`src/rtl/ijtag_pkg.sv`:
```
// Shared IJTAG segment definitions: SIB reset value, shift-counter sizing,
// segment strobe bundle and the capture > shift > update operation decode.
package ijtag_pkg;

  localparam logic SIB_RESET = 1'b0;

  typedef struct packed {
    logic select;
    logic capture;
    logic shift;
    logic update;
    logic tdi;
  } seg_strobe_t;

  typedef enum logic [1:0] {
    OP_IDLE    = 2'd0,
    OP_CAPTURE = 2'd1,
    OP_SHIFT   = 2'd2,
    OP_UPDATE  = 2'd3
  } seg_op_t;

  // Counter must reach DR_WIDTH+2 (saturation value).
  function automatic int shift_cnt_width(input int dr_width);
    return $clog2(dr_width + 3);
  endfunction

  // One operation per cycle; an unselected segment sees no operation at all.
  function automatic seg_op_t decode_op(input seg_strobe_t s);
    seg_op_t op;
    op = OP_IDLE;
    if (s.select) begin
      if (s.capture)     op = OP_CAPTURE;
      else if (s.shift)  op = OP_SHIFT;
      else if (s.update) op = OP_UPDATE;
    end
    return op;
  endfunction

endpackage

```
`src/rtl/ijtag_sib.sv`:
```
// Segment Insertion Bit: shift/update bit pair plus the mux that selects
// between the host segment output and tdi as the SIB shift input.
module ijtag_sib
  import ijtag_pkg::*;
(
  input  logic        TCK,
  input  logic        TRST,
  input  seg_strobe_t strobe,
  input  logic        seg_out,
  input  logic        update_en,
  output logic        sib_shift,
  output logic        sib_upd
);

  seg_op_t op;
  logic    shift_in;

  assign op = decode_op(strobe);

  // Open SIB: the hosted segment sits between tdi and this bit.
  always_comb begin
    shift_in = strobe.tdi;
    if (sib_upd) shift_in = seg_out;
  end

  always_ff @(posedge TCK) begin
    if (TRST) begin
      sib_shift <= SIB_RESET;
      sib_upd   <= SIB_RESET;
    end else begin
      case (op)
        OP_CAPTURE: sib_shift <= sib_upd;
        OP_SHIFT:   sib_shift <= shift_in;
        OP_UPDATE:  if (update_en) sib_upd <= sib_shift;
        default:    ;
      endcase
    end
  end

endmodule

```
`src/rtl/ijtag_sib_tdr.sv`:
```
// IJTAG segment: one SIB hosting a DR_WIDTH-bit TDR with status capture and a
// control update register. Optional scan-length check under IJTAG_SHIFT_CHECK_EN.
module ijtag_sib_tdr
  import ijtag_pkg::*;
#(
  parameter int                  DR_WIDTH   = 32,
  parameter logic [DR_WIDTH-1:0] CTRL_RESET = '0
) (
  input  logic                TCK,
  input  logic                TRST,
  input  logic                ijtag_select,
  input  logic                ijtag_capture,
  input  logic                ijtag_shift,
  input  logic                ijtag_update,
  input  logic                ijtag_tdi,
  output logic                ijtag_tdo,
  input  logic [DR_WIDTH-1:0] instr_status,
  output logic [DR_WIDTH-1:0] instr_ctrl,
  output logic                instr_ctrl_valid,
  output logic                sib_open,
  output logic                len_err
);

  seg_strobe_t         strobe;
  seg_op_t             op;
  logic                sib_shift;
  logic                sib_upd;
  logic                len_ok;
  logic                ctrl_write;
  logic [DR_WIDTH-1:0] tdr_shift;
  logic [DR_WIDTH-1:0] tdr_shifted;

  assign strobe = '{select:  ijtag_select,
                    capture: ijtag_capture,
                    shift:   ijtag_shift,
                    update:  ijtag_update,
                    tdi:     ijtag_tdi};
  assign op     = decode_op(strobe);

  ijtag_sib u_sib (
    .TCK       (TCK),
    .TRST      (TRST),
    .strobe    (strobe),
    .seg_out   (tdr_shift[0]),
    .update_en (len_ok),
    .sib_shift (sib_shift),
    .sib_upd   (sib_upd)
  );

  assign ijtag_tdo = sib_shift;
  assign sib_open  = sib_upd;

  if (DR_WIDTH == 1) begin : g_tdr_w1
    assign tdr_shifted = ijtag_tdi;
  end else begin : g_tdr_wn
    assign tdr_shifted = {ijtag_tdi, tdr_shift[DR_WIDTH-1:1]};
  end

  // The TDR only moves while it is in the scan path.
  always_ff @(posedge TCK) begin
    if (TRST) begin
      tdr_shift <= '0;
    end else if (sib_upd) begin
      if (op == OP_CAPTURE)    tdr_shift <= instr_status;
      else if (op == OP_SHIFT) tdr_shift <= tdr_shifted;
    end
  end

  assign ctrl_write = (op == OP_UPDATE) && len_ok && sib_upd;

  always_ff @(posedge TCK) begin
    if (TRST) begin
      instr_ctrl       <= CTRL_RESET;
      instr_ctrl_valid <= 1'b0;
    end else begin
      instr_ctrl_valid <= ctrl_write;
      if (ctrl_write) instr_ctrl <= tdr_shift;
    end
  end

`ifdef IJTAG_SHIFT_CHECK_EN
  localparam int            CW         = shift_cnt_width(DR_WIDTH);
  localparam logic [CW-1:0] CNT_ONE    = CW'(1);
  localparam logic [CW-1:0] CNT_OPEN   = CW'(DR_WIDTH + 1);
  localparam logic [CW-1:0] CNT_MAX    = CW'(DR_WIDTH + 2);

  logic [CW-1:0] shift_cnt;
  logic          len_err_q;

  // Saturation keeps any over-length scan distinguishable from a correct one.
  always_ff @(posedge TCK) begin
    if (TRST) begin
      shift_cnt <= '0;
    end else if (op == OP_CAPTURE) begin
      shift_cnt <= '0;
    end else if (op == OP_SHIFT && shift_cnt != CNT_MAX) begin
      shift_cnt <= shift_cnt + CNT_ONE;
    end
  end

  assign len_ok = (shift_cnt == (sib_upd ? CNT_OPEN : CNT_ONE));

  always_ff @(posedge TCK) begin
    if (TRST) begin
      len_err_q <= 1'b0;
    end else if (op == OP_UPDATE && !len_ok) begin
      len_err_q <= 1'b1;
    end
  end

  assign len_err = len_err_q;
`else
  assign len_ok  = 1'b1;
  assign len_err = 1'b0;
`endif

endmodule

```
`config.mk`:
```
export PLATFORM = sky130hd
export DESIGN_NAME = ijtag_sib_tdr
export DESIGN_NICKNAME = d
export VERILOG_FILES = /design/src/rtl/ijtag_pkg.sv /design/src/rtl/ijtag_sib.sv /design/src/rtl/ijtag_sib_tdr.sv
export SDC_FILE = /design/constraint.sdc
export NUM_CORES = 1
export LEC_CHECK = 0
export CORE_UTILIZATION = 40
export DETAILED_ROUTE_END_ITERATION = 7
export GPL_TIMING_DRIVEN = 0
export PLACE_DENSITY_LB_ADDON = 0.08
export SYNTH_ARGS = -nofsm -noshare
export SYNTH_HDL_FRONTEND = slang
export SYNTH_HIERARCHICAL = 1
export SYNTH_SLANG_ARGS = --single-unit
```
`constraint.sdc`:
```
create_clock -name TCK -period 2.91 [get_ports TCK]
set_input_delay 0.291 -clock TCK [delete_from_list [all_inputs] [get_ports TCK]]
set_output_delay 0.291 -clock TCK [all_outputs]
set_load 0.02 [all_outputs]
```
==> results of run 1 <==
## sequential cells by signal (all words and copies together) (netlist names)
signal            cells
instr_ctrl_valid      1
tdr_shift            32
instr_ctrl           32
u_sib/sib_upd         1
u_sib/sib_shift       1
## critical path: stages
cell and delay, ns:
clkdlybuf4s50_1 0.45, nand2b_1 0.16, a21boi_0 0.28, ha_1 0.31, nor2b_4 0.12, buf_6 0.15, buf_6 0.15, nor2_1 0.05
a211oi_2 0.19
## synth_stat cells (2+ instances only)
cell,instances
clkbuf_1,3
inv_1,4
nand2_1,68
a21oi_1,35
dfxtp_1,67
conb_1,2
a211oi_1,4
buf_6,6
buf_2,7
mux2i_1,32
a211oi_2,28
nor2_1,34
buf_4,8
ha_1,4
## logic make-up (layout without fill, tap and decap cells)
kind of cell,count (synthesis),count (layout),synth area share [%]
buffers and inverters,30,119,7.06
flip-flops,67,67,45.6
other,2,3,0.255
AND/OR/NAND/NOR,108,108,14.6
AO/OA/AOI/OAI,71,71,19.9
adder cells (fa/ha/maj),4,4,1.70
multiplexers,32,32,10.9
## routing by layer
metal	wire, um	share of wire [%]	track usage, %	vias to the layer above
li1	-	-	-	1231
met1	3060	47	24.1	1141
met2	3110	48	29.4	57
met3	309	4.7	5.75	7
met4	64	0.98	5.37	0
met5	0	0	0	-
## metrics by stage
stage	hold WS, ns	instance area, um2	std cells	util (%)
6_report	0.453	4050	500	58.3
5_1_grt	0.475	4050	500	58.3
4_1_cts	0.458	4050	500	58.3
3_5_place_dp	0.446	3790	484	54.6
3_3_place_gp	0.443	3790	484	54.6
2_1_floorplan	0.360	2940	315	-
## power breakdown
part / internal, mW / total [mW] / switching, mW
clock network: 0.594 / 0.965 / 0.371
registers: 0.916 / 0.917 / 0.000364
logic: 0.0800 / 0.144 / 0.0641
total: 1.59 / 2.03 / 0.436
## layout make-up
class	instances	area, um2	share of cell area (%)
Clock buffer	10	138	3.40
Tap cell	96	120	2.97
Multi-Input combinational cell	218	1400	34.5
Clock inverter	6	113	2.78
Timing Repair Buffer	73	731	18.1
Sequential cell	67	1340	33.2
Buffer	26	193	4.76
Inverter	4	15.0	0.371
## how the worst max path moves through the flow
stage                startpoint             to  slack [ns]
global placement    ijtag_shift  tdr_shift[28]        0.69
floorplan           ijtag_shift   tdr_shift[0]        1.32
CTS                 ijtag_shift  tdr_shift[29]        0.98
global route        ijtag_shift  tdr_shift[19]        0.87
finish              ijtag_shift  tdr_shift[29]        1.02
detailed placement  ijtag_shift  tdr_shift[29]        0.62
==> flow_summary.yaml, run 1 <==
worst_setup_path:
  critPathArrivalTime_ns: 2.16
  cp_max_fo: 10
  r2r_slack_ns: 1.67
  r2r_end: "tdr_shift[29]"
  cp-start-kind: "primary input"
  reg2reg_depth: 5
  cp.required_ns: 3.18
  crit_path_end_kind: "register"
  worst_r2r_startpoint: "u_sib/sib_upd"
  crit_type: "in -> reg"
timing:
  timing.slew.headroom_pct: 52.0
  hold_viol_final: 0
  max_freq_ghz: 0.529
  rsz0062_at_grt: "false"
  tightest_slew_ns: 0.719
  slew_violations: 0
  fin_crit_sh_pct: 64.9
  fin_skew_ns: 0.0110
  finalCriticalPeriod_ns: 1.89
  tns_ns: 0
  setup_ws_ns: 1.02
  setup_viol: 0
die:
  die_w_um: 87.7
  dieArea_mm2: 0.00770
  die_y_um: 87.7
  row_count: 30
  io_pins: 75
  start_util_pct: 42.3
  core_mm2: 0.00694
power_and_ir_drop:
  p_per_area_mw_per_mm2: 501
  leakagePower_nw: 1.35
  power_mw: 2.03
  ir_worst_vdd_mv: 0.248
min_path:
  worstHoldEndpoint: "instr_ctrl[8]"
  hold_start: "instr_ctrl[8]"
  holdPathStages: 2
  hold_class: "reg -> reg"
cts:
  cts_root_buffer: "clkbuf_8"
  cts_tree: "done"
  cts_sinks: 67
  post_cts.repair.setup_buffers: 0
  clk_pin_slew_worst_paths_ns: 0.08
  ctsHoldBuffers: 0
  cts-buffers-inserted: 9
  cts_buffer_depth: 2
  htreeDepth: 3
  clkLatencyLatePin_ns: 0.35
  ctsResizeCount: 0
global_route:
  grtUsageTotal_pct: 18.5
  globalRouteOverflowTotal: 0
  grt_pass1_vias: 2270
  grt_pass1_wl_um: 10800
  grt_max_degree: 13
  antenna_found_initial: 0
drt:
  viasPerCell: 4.87
  drt_pass1_iterations: 4
  wl_per_cell_um: 13.1
  drc: 0
  drtIter0Drc: 70
  drt-total-wl_um: 6540
  vias: 2436
  ant_nets: 0
finish:
  final_common_cell: "clkdlybuf4s50_1"
  synthToLayoutAreaGrowth_pct: 37.6
  antenna_cells: 0
  finalNetCount: 442
  drive_gt1_share_pct: 16.6
  num-fill-cells: 634
  final_cell_mix: "clkdlybuf4s50_1 (73), nand2_1 (68), dfxtp_1 (67), a21oi_1 (35), nor2_1 (34)"
synth:
  synth-edff-count: 0
  synth-seq-cells: 67
  syn_inst: 314
  synth_flop_cell: "dfxtp_1"
  synth_area_mm2: 0.00294
  ys_types: 26
  yosysWarnings: 6
  synthTopCellsByArea: "dfxtp_1 (46%), a211oi_2 (12%), mux2i_1 (11%), nand2_1 (8.7%), a21oi_1 (6.0%)"
  postSynth.asyncResetShare_pct: 0
  yosysTopAreaCellShare_pct: 45.6
  yosysSeqAreaShare_pct: 45.6
  syn_avg_cell_area_um2: 9.36
  yosysTopAreaCell: "dfxtp_1"
job:
  cap_viol_max_count: 0
placed_design:
  io_buffers: 73
  gp_congestion: 0.731
  place_hpwl_um: 4570
  pre_cts_ws_ns: 0.616
outcome:
  run_status: "finished, final reports clean"
Note: power is estimated with default switching activity, not from simulation.
==> run 2: changes to the inputs <==
clock period = 1.7 ns   (was 2.91 ns; I/O delays follow)
==> run 2 against run 1 <==
Total power up 71%. Largest cell class unchanged. Count of clock-buffer cells in the layout unchanged. Non-clock buffer count did not move. Hold slack got worse by 0.0058 ns. Routed wire length shrank 0.11%. Die area unchanged. Via count is 0.57% lower. Highest routed layer unchanged. First-iteration DRC count up 2.9%. Clock skew hardly changed. Critical path depth unchanged. Core utilization grew 0.25 points. Register-to-register slack worse by 1.2 ns.
==> flow_summary.yaml, run 2 (synthesis results as in run 1) <==
power_and_ir_drop:
  leakagePower_nw: 1.36
  power_frac_comb_pct: 7.1
  power_mw: 3.47
  p_sw_mw: 0.743
  p_per_area_mw_per_mm2: 853
  p_int_mw: 2.72
  seq_power_share_pct: 45.3
  ir_worst_vdd_mv: 0.425
  clkPwrFrac_pct: 47.6
  sw_frac_of_total_pct: 21.4
min_path:
  holdPathStages: 2
  hold_class: "in -> reg"
worst_setup_path:
  reg2reg_depth: 5
  cp-start-kind: "primary input"
  cp_slowest_stage_delay_ns: 0.51
  cp_cell_sequence: "clkdlybuf4s50_1 -> nand2b_1 -> a21boi_2 -> ha_1 -> nor2b_4 -> buf_8 -> buf_6 -> nor2_1 -> a211oi_2"
  cpMaxStageDelayCell: "clkdlybuf4s50_1"
  cp_max_fo: 10
  critPathArrivalTime_ns: 1.87
  crit_type: "in -> reg"
  r2r_slack_ns: 0.46
  crit_path_end_kind: "register"
  cp.required_ns: 1.97
global_route:
  antenna_found_initial: 0
  globalRouteOverflowTotal: 0
  grt_pass1_vias: 2273
  grtUsageTotal_pct: 18.5
  grt_pass1_wl_um: 10800
  grt_max_degree: 13
drt:
  drc: 0
  vias: 2422
  drt-total-wl_um: 6530
  drt_pass1_iterations: 4
  viasPerCell: 4.84
  wl_per_cell_um: 13.1
  ant_nets: 0
  drtIter0Drc: 72
finish:
  final_common_cell: "clkdlybuf4s50_1"
  synthToLayoutAreaGrowth_pct: 38.2
  antenna_cells: 0
  top_regs: "instr_ctrl x32, tdr_shift x32"
  fin_area_mm2: 0.00406
  finalNetCount: 442
  drive_gt1_share_pct: 16.8
  final_cell_mix: "clkdlybuf4s50_1 (72), nand2_1 (68), dfxtp_1 (67), a21oi_1 (35), nor2_1 (34)"
cts:
  cts_sinks: 67
  post_cts.repair.setup_buffers: 0
  cts_root_buffer: "clkbuf_8"
  cts-buffers-inserted: 9
  cts_tree: "done"
  clk_pin_slew_worst_paths_ns: 0.08
  cts_buffer_depth: 2
  clkLatencyLatePin_ns: 0.35
  htreeDepth: 3
  ctsHoldBuffers: 0
die:
  die_w_um: 87.7
  dieArea_mm2: 0.00770
  io_pins: 75
  row_count: 30
  die_y_um: 87.7
  core_mm2: 0.00694
  start_util_pct: 42.3
timing:
  setup_viol: 0
  timing.slew.headroom_pct: 52.4
  rsz0062_at_grt: "false"
  fin_crit_sh_pct: 94.0
  tns_ns: 0
  slew_violations: 0
  finalCriticalPeriod_ns: 1.60
  hold_viol_final: 0
  hold_ws_ns: 0.448
  max_freq_ghz: 0.626
  fin_skew_ns: 0.0110
  tightest_slew_ns: 0.715
job:
  cap_viol_max_count: 0
placed_design:
  place_hpwl_um: 4570
  dpl_cell_area_mm2: 0.00379
  io_buffers: 73
  gp_congestion: 0.731
outcome:
  run_status: "finished, final reports clean"
[run 2: metrics by stage]
stage,setup slack [ns],utilization [%],std cells
5_1_grt,0.00194,58.5,500
3_3_place_gp,-0.400,54.6,484
6_report,0.102,58.5,500
3_5_place_dp,-0.473,54.6,484
4_1_cts,0.0344,58.3,500
2_1_floorplan,0.235,-,315
[run 2: cell type report]
class,instances,area [um2]
Clock inverter,6,113
Clock buffer,10,138
Multi-Input combinational cell,218,1400
Fill cell,630,2880
Buffer,26,204
Timing Repair Buffer,73,733
Inverter,4,15.0
Tap cell,96,120
Sequential cell,67,1340
[run 2: path summary, 6_finish.rpt]
kind | start | end
worst max-delay path | ijtag_update | tdr_shift[4]
worst min-delay path | TRST | u_sib/sib_shift
worst max register to register | u_sib/sib_upd | tdr_shift[4]
worst min register to register | instr_ctrl[8] | instr_ctrl[8]
[run 2: critical path, delay by kind of cell]
family	cells	cell delay, ns
buffers and inverters	3	0.80
adder cells (fa/ha/maj)	1	0.27
AO/OA/AOI/OAI	2	0.35
AND/OR/NAND/NOR	3	0.26
[run 2: power by group through the flow]
stage	registers [mW]	clock network [mW]	logic [mW]
after floorplan	1.61	0	0.129
after global placement	1.61	0	0.250
after detailed placement	1.61	0	0.248
after CTS	1.57	1.67	0.251
after global routing	1.57	1.75	0.268
final	1.57	1.65	0.248
[run 2: per-layer routing]
layer / GRT usage (%) / routed length [um] / up-vias
li1: - / - / 1231
met1: 24.1 / 3040 / 1131
met2: 29.4 / 3110 / 53
met3: 5.75 / 318 / 7
met4: 5.37 / 64 / 0
met5: 0 / 0 / -
[run 2: repair_timing]
action / 4_1_cts / 5_1_grt
resized for setup: 2 / 4
setup endpoints to repair: 30 / 29
pin swaps: 0 / 1
==> run 3: changes to the inputs <==
CORE_MARGIN = 5   (was default)
SYNTH_HIERARCHICAL = default   (was 1)
==> run 3 against run 2 <==
Synthesized cell count rose by 8.3%. Sequential power barely moved. Count of clock-buffer cells in the layout fell by 1. Register-to-register slack got worse by 0.11 ns. Critical endpoint is now tdr_shift[6].
==> flow_summary.yaml, run 3 <==
timing:
  slew_violations: 0
  finalCriticalPeriod_ns: 1.66
  timing.slew.headroom_pct: 48.9
  fin_crit_sh_pct: 97.4
  setup_viol: 0
  max_freq_ghz: 0.604
  rsz0062_at_grt: "true"
  tightest_slew_ns: 0.766
  hold_viol_final: 0
  fin_skew_ns: 0.0111
  setup_ws_ns: 0.0445
synth:
  synth_area_mm2: 0.00287
  yosysWarnings: 0
  synth_most_common_cell: "nand2_1"
  yosysTopAreaCellShare_pct: 46.7
  synthTopCellsByArea: "dfxtp_1 (47%), nand2_1 (17%), a311oi_2 (15%), a21oi_1 (5.6%), nor2_1 (4.6%)"
  synthAdderAreaFrac_pct: 0.872
  synth_flop_cell: "dfxtp_1"
  yosysTopAreaCell: "dfxtp_1"
  synth-edff-count: 0
  ys_types: 22
  synth-seq-cells: 67
  synth_xor_area_share_pct: 0
  synthMuxAreaShare_pct: 0.697
  yosysSeqAreaShare_pct: 46.7
  synth_top_family_by_area: "simple AND/OR/NAND/NOR gates"
  synth_common_cells: "nand2_1 (130), dfxtp_1 (67), nor2_1 (35)"
  postSynth.asyncResetShare_pct: 0
  syn_avg_cell_area_um2: 8.44
  synthSimpleGateAreaFrac_pct: 22.9
  synth_compound_area_share_pct: 22.2
  syn_inst: 340
  synth_nets: 381
placed_design:
  dpl.cell_count: 508
  io_buffers: 72
  place_hpwl_um: 5100
  pre_cts_ws_ns: -0.463
  gp_congestion: 0.728
worst_setup_path:
  cp_cell_sequence: "clkdlybuf4s50_1 -> nor3b_4 -> ha_4 -> and2_4 -> buf_12 -> clkbuf_16 -> nor2_1 -> a311oi_2"
  cp_max_fo: 8
  cp-start-kind: "primary input"
  crit_type: "in -> reg"
  worst_r2r_startpoint: "u_sib.sib_upd"
  crit_path_end_kind: "register"
  cp_slowest_stage_delay_ns: 0.52
  reg2reg_depth: 5
  critPathArrivalTime_ns: 1.86
  cpMaxStageDelayCell: "clkdlybuf4s50_1"
  cp.required_ns: 1.91
  r2r_slack_ns: 0.35
  r2r_end: "tdr_shift[26]"
cts:
  cts_tree: "done"
  clkLatencyLatePin_ns: 0.35
  cts_buffer_depth: 2
  ctsHoldBuffers: 0
  cts_sinks: 67
  cts-buffers-inserted: 9
  htreeDepth: 3
  cts_root_buffer: "clkbuf_8"
  clk_pin_slew_worst_paths_ns: 0.08
  post_cts.repair.setup_buffers: 0
finish:
  finalNetCount: 468
  drive_gt1_share_pct: 16.7
  num-fill-cells: 662
  final_cell_mix: "nand2_1 (130), clkdlybuf4s50_1 (71), dfxtp_1 (67), nor2_1 (35), a21oi_1 (32)"
  synthToLayoutAreaGrowth_pct: 42.0
  instances_no_fill: 528
  final_common_cell: "nand2_1"
  top_regs: "instr_ctrl x32, tdr_shift x32"
  utilization_pct: 59.0
  antenna_cells: 0
min_path:
  holdPathStages: 2
  hold_class: "in -> reg"
  hold_start: "TRST"
  worstHoldEndpoint: "tdr_shift[24]"
drt:
  drt-total-wl_um: 7240
  viasPerCell: 4.94
  drt_pass1_iterations: 4
  ant_nets: 0
  drtIter0Drc: 113
  drc: 0
  wl_per_cell_um: 13.7
  vias: 2607
global_route:
  antenna_found_initial: 0
  grtUsageTotal_pct: 16.3
  grt_max_degree: 13
  grt_pass1_wl_um: 11300
  grt_pass1_vias: 2385
  globalRouteOverflowTotal: 0
die:
  start_util_pct: 41.6
  io_pins: 75
  die_y_um: 94.7
  dieArea_mm2: 0.00897
  core_mm2: 0.00691
  row_count: 30
  die_w_um: 94.7
power_and_ir_drop:
  p_per_area_mw_per_mm2: 795
  ir_worst_vdd_mv: 0.358
  leakagePower_nw: 1.31
job:
  cap_viol_max_count: 0
outcome:
  run_status: "finished, final reports clean"
-- run 3: layout make-up --
type	instances	area [um2]	area share, %
multi-input combinational	243	1370	33.7
sequential	67	1340	32.9
timing repair buffer	76	803	19.7
buffer	29	220	5.40
clock buffer	9	124	3.04
tap	96	120	2.95
clock inverter	7	91.3	2.24
inverter	1	3.75	0.0921
-- run 3: critical path, delay by kind of cell --
kind,cells,cell delay (ns)
AOI/OAI and AO/OA,1,0.06
adders and majority gates,1,0.24
buffers and inverters,3,0.82
and+or+nand+nor,3,0.57
-- run 3: what timing repair did --
action,CTS,global route
setup endpoints to repair,60,55
gates resized for setup,4,16
gates cloned,0,4
pin swaps,0,13
-- run 3: logic make-up (layout without fill, tap and decap cells) --
kind of cell | Yosys count | count (layout)
AO/OA/AOI/OAI | 67 | 67
other | 1 | 1
flip-flops | 67 | 67
buffers and inverters | 30 | 122
multiplexers | 2 | 2
adder cells (fa/ha/maj) | 2 | 2
AND/OR/NAND/NOR | 171 | 171
-- run 3: report_power, final --
| part | leakage, nW | internal (mW) | switching (mW) |
|---|---|---|---|
| registers | 0.540 | 1.57 | 0.00363 |
| logic | 0.658 | 0.114 | 0.108 |
| clock network | 0.109 | 0.822 | 0.621 |
-- run 3: routing by layer --
layer | GRT usage (%) | wire, um
met2 | 24.9 | 3280
met4 | 6.49 | 104
met1 | 22.0 | 3500
met3 | 3.98 | 347
met5 | 0 | 0
-- run 3: worst max-delay path by stage --
stage / from / endpoint / depth (start not counted) / slack (ns)
floorplan: ijtag_update / tdr_shift[21] / 7 / 0.24
global placement: ijtag_select / tdr_shift[5] / 7 / -0.39
detailed placement: ijtag_update / instr_ctrl[29] / 8 / -0.46
CTS: u_sib.sib_upd / sib_open / 1 / 0.05
global route: ijtag_select / tdr_shift[31] / 8 / -0.02
finish: ijtag_select / tdr_shift[6] / 8 / 0.04
-- run 3: per-stage QoR --
| step | area, um2 | hold slack, ns | setup TNS (ns) | total power [mW] |
|---|---|---|---|---|
| 2_1_floorplan | 2870 | 0.332 | 0 | 1.71 |
| 3_5_place_dp | 3710 | 0.446 | -24.51 | 1.83 |
| 6_report | 4080 | 0.135 | 0 | 3.24 |
| 3_3_place_gp | 3710 | 0.442 | -23.05 | 1.83 |
| 4_1_cts | 3940 | 0.127 | 0 | 3.26 |
| 5_1_grt | 4080 | 0.130 | -0.0598 | 3.35 |
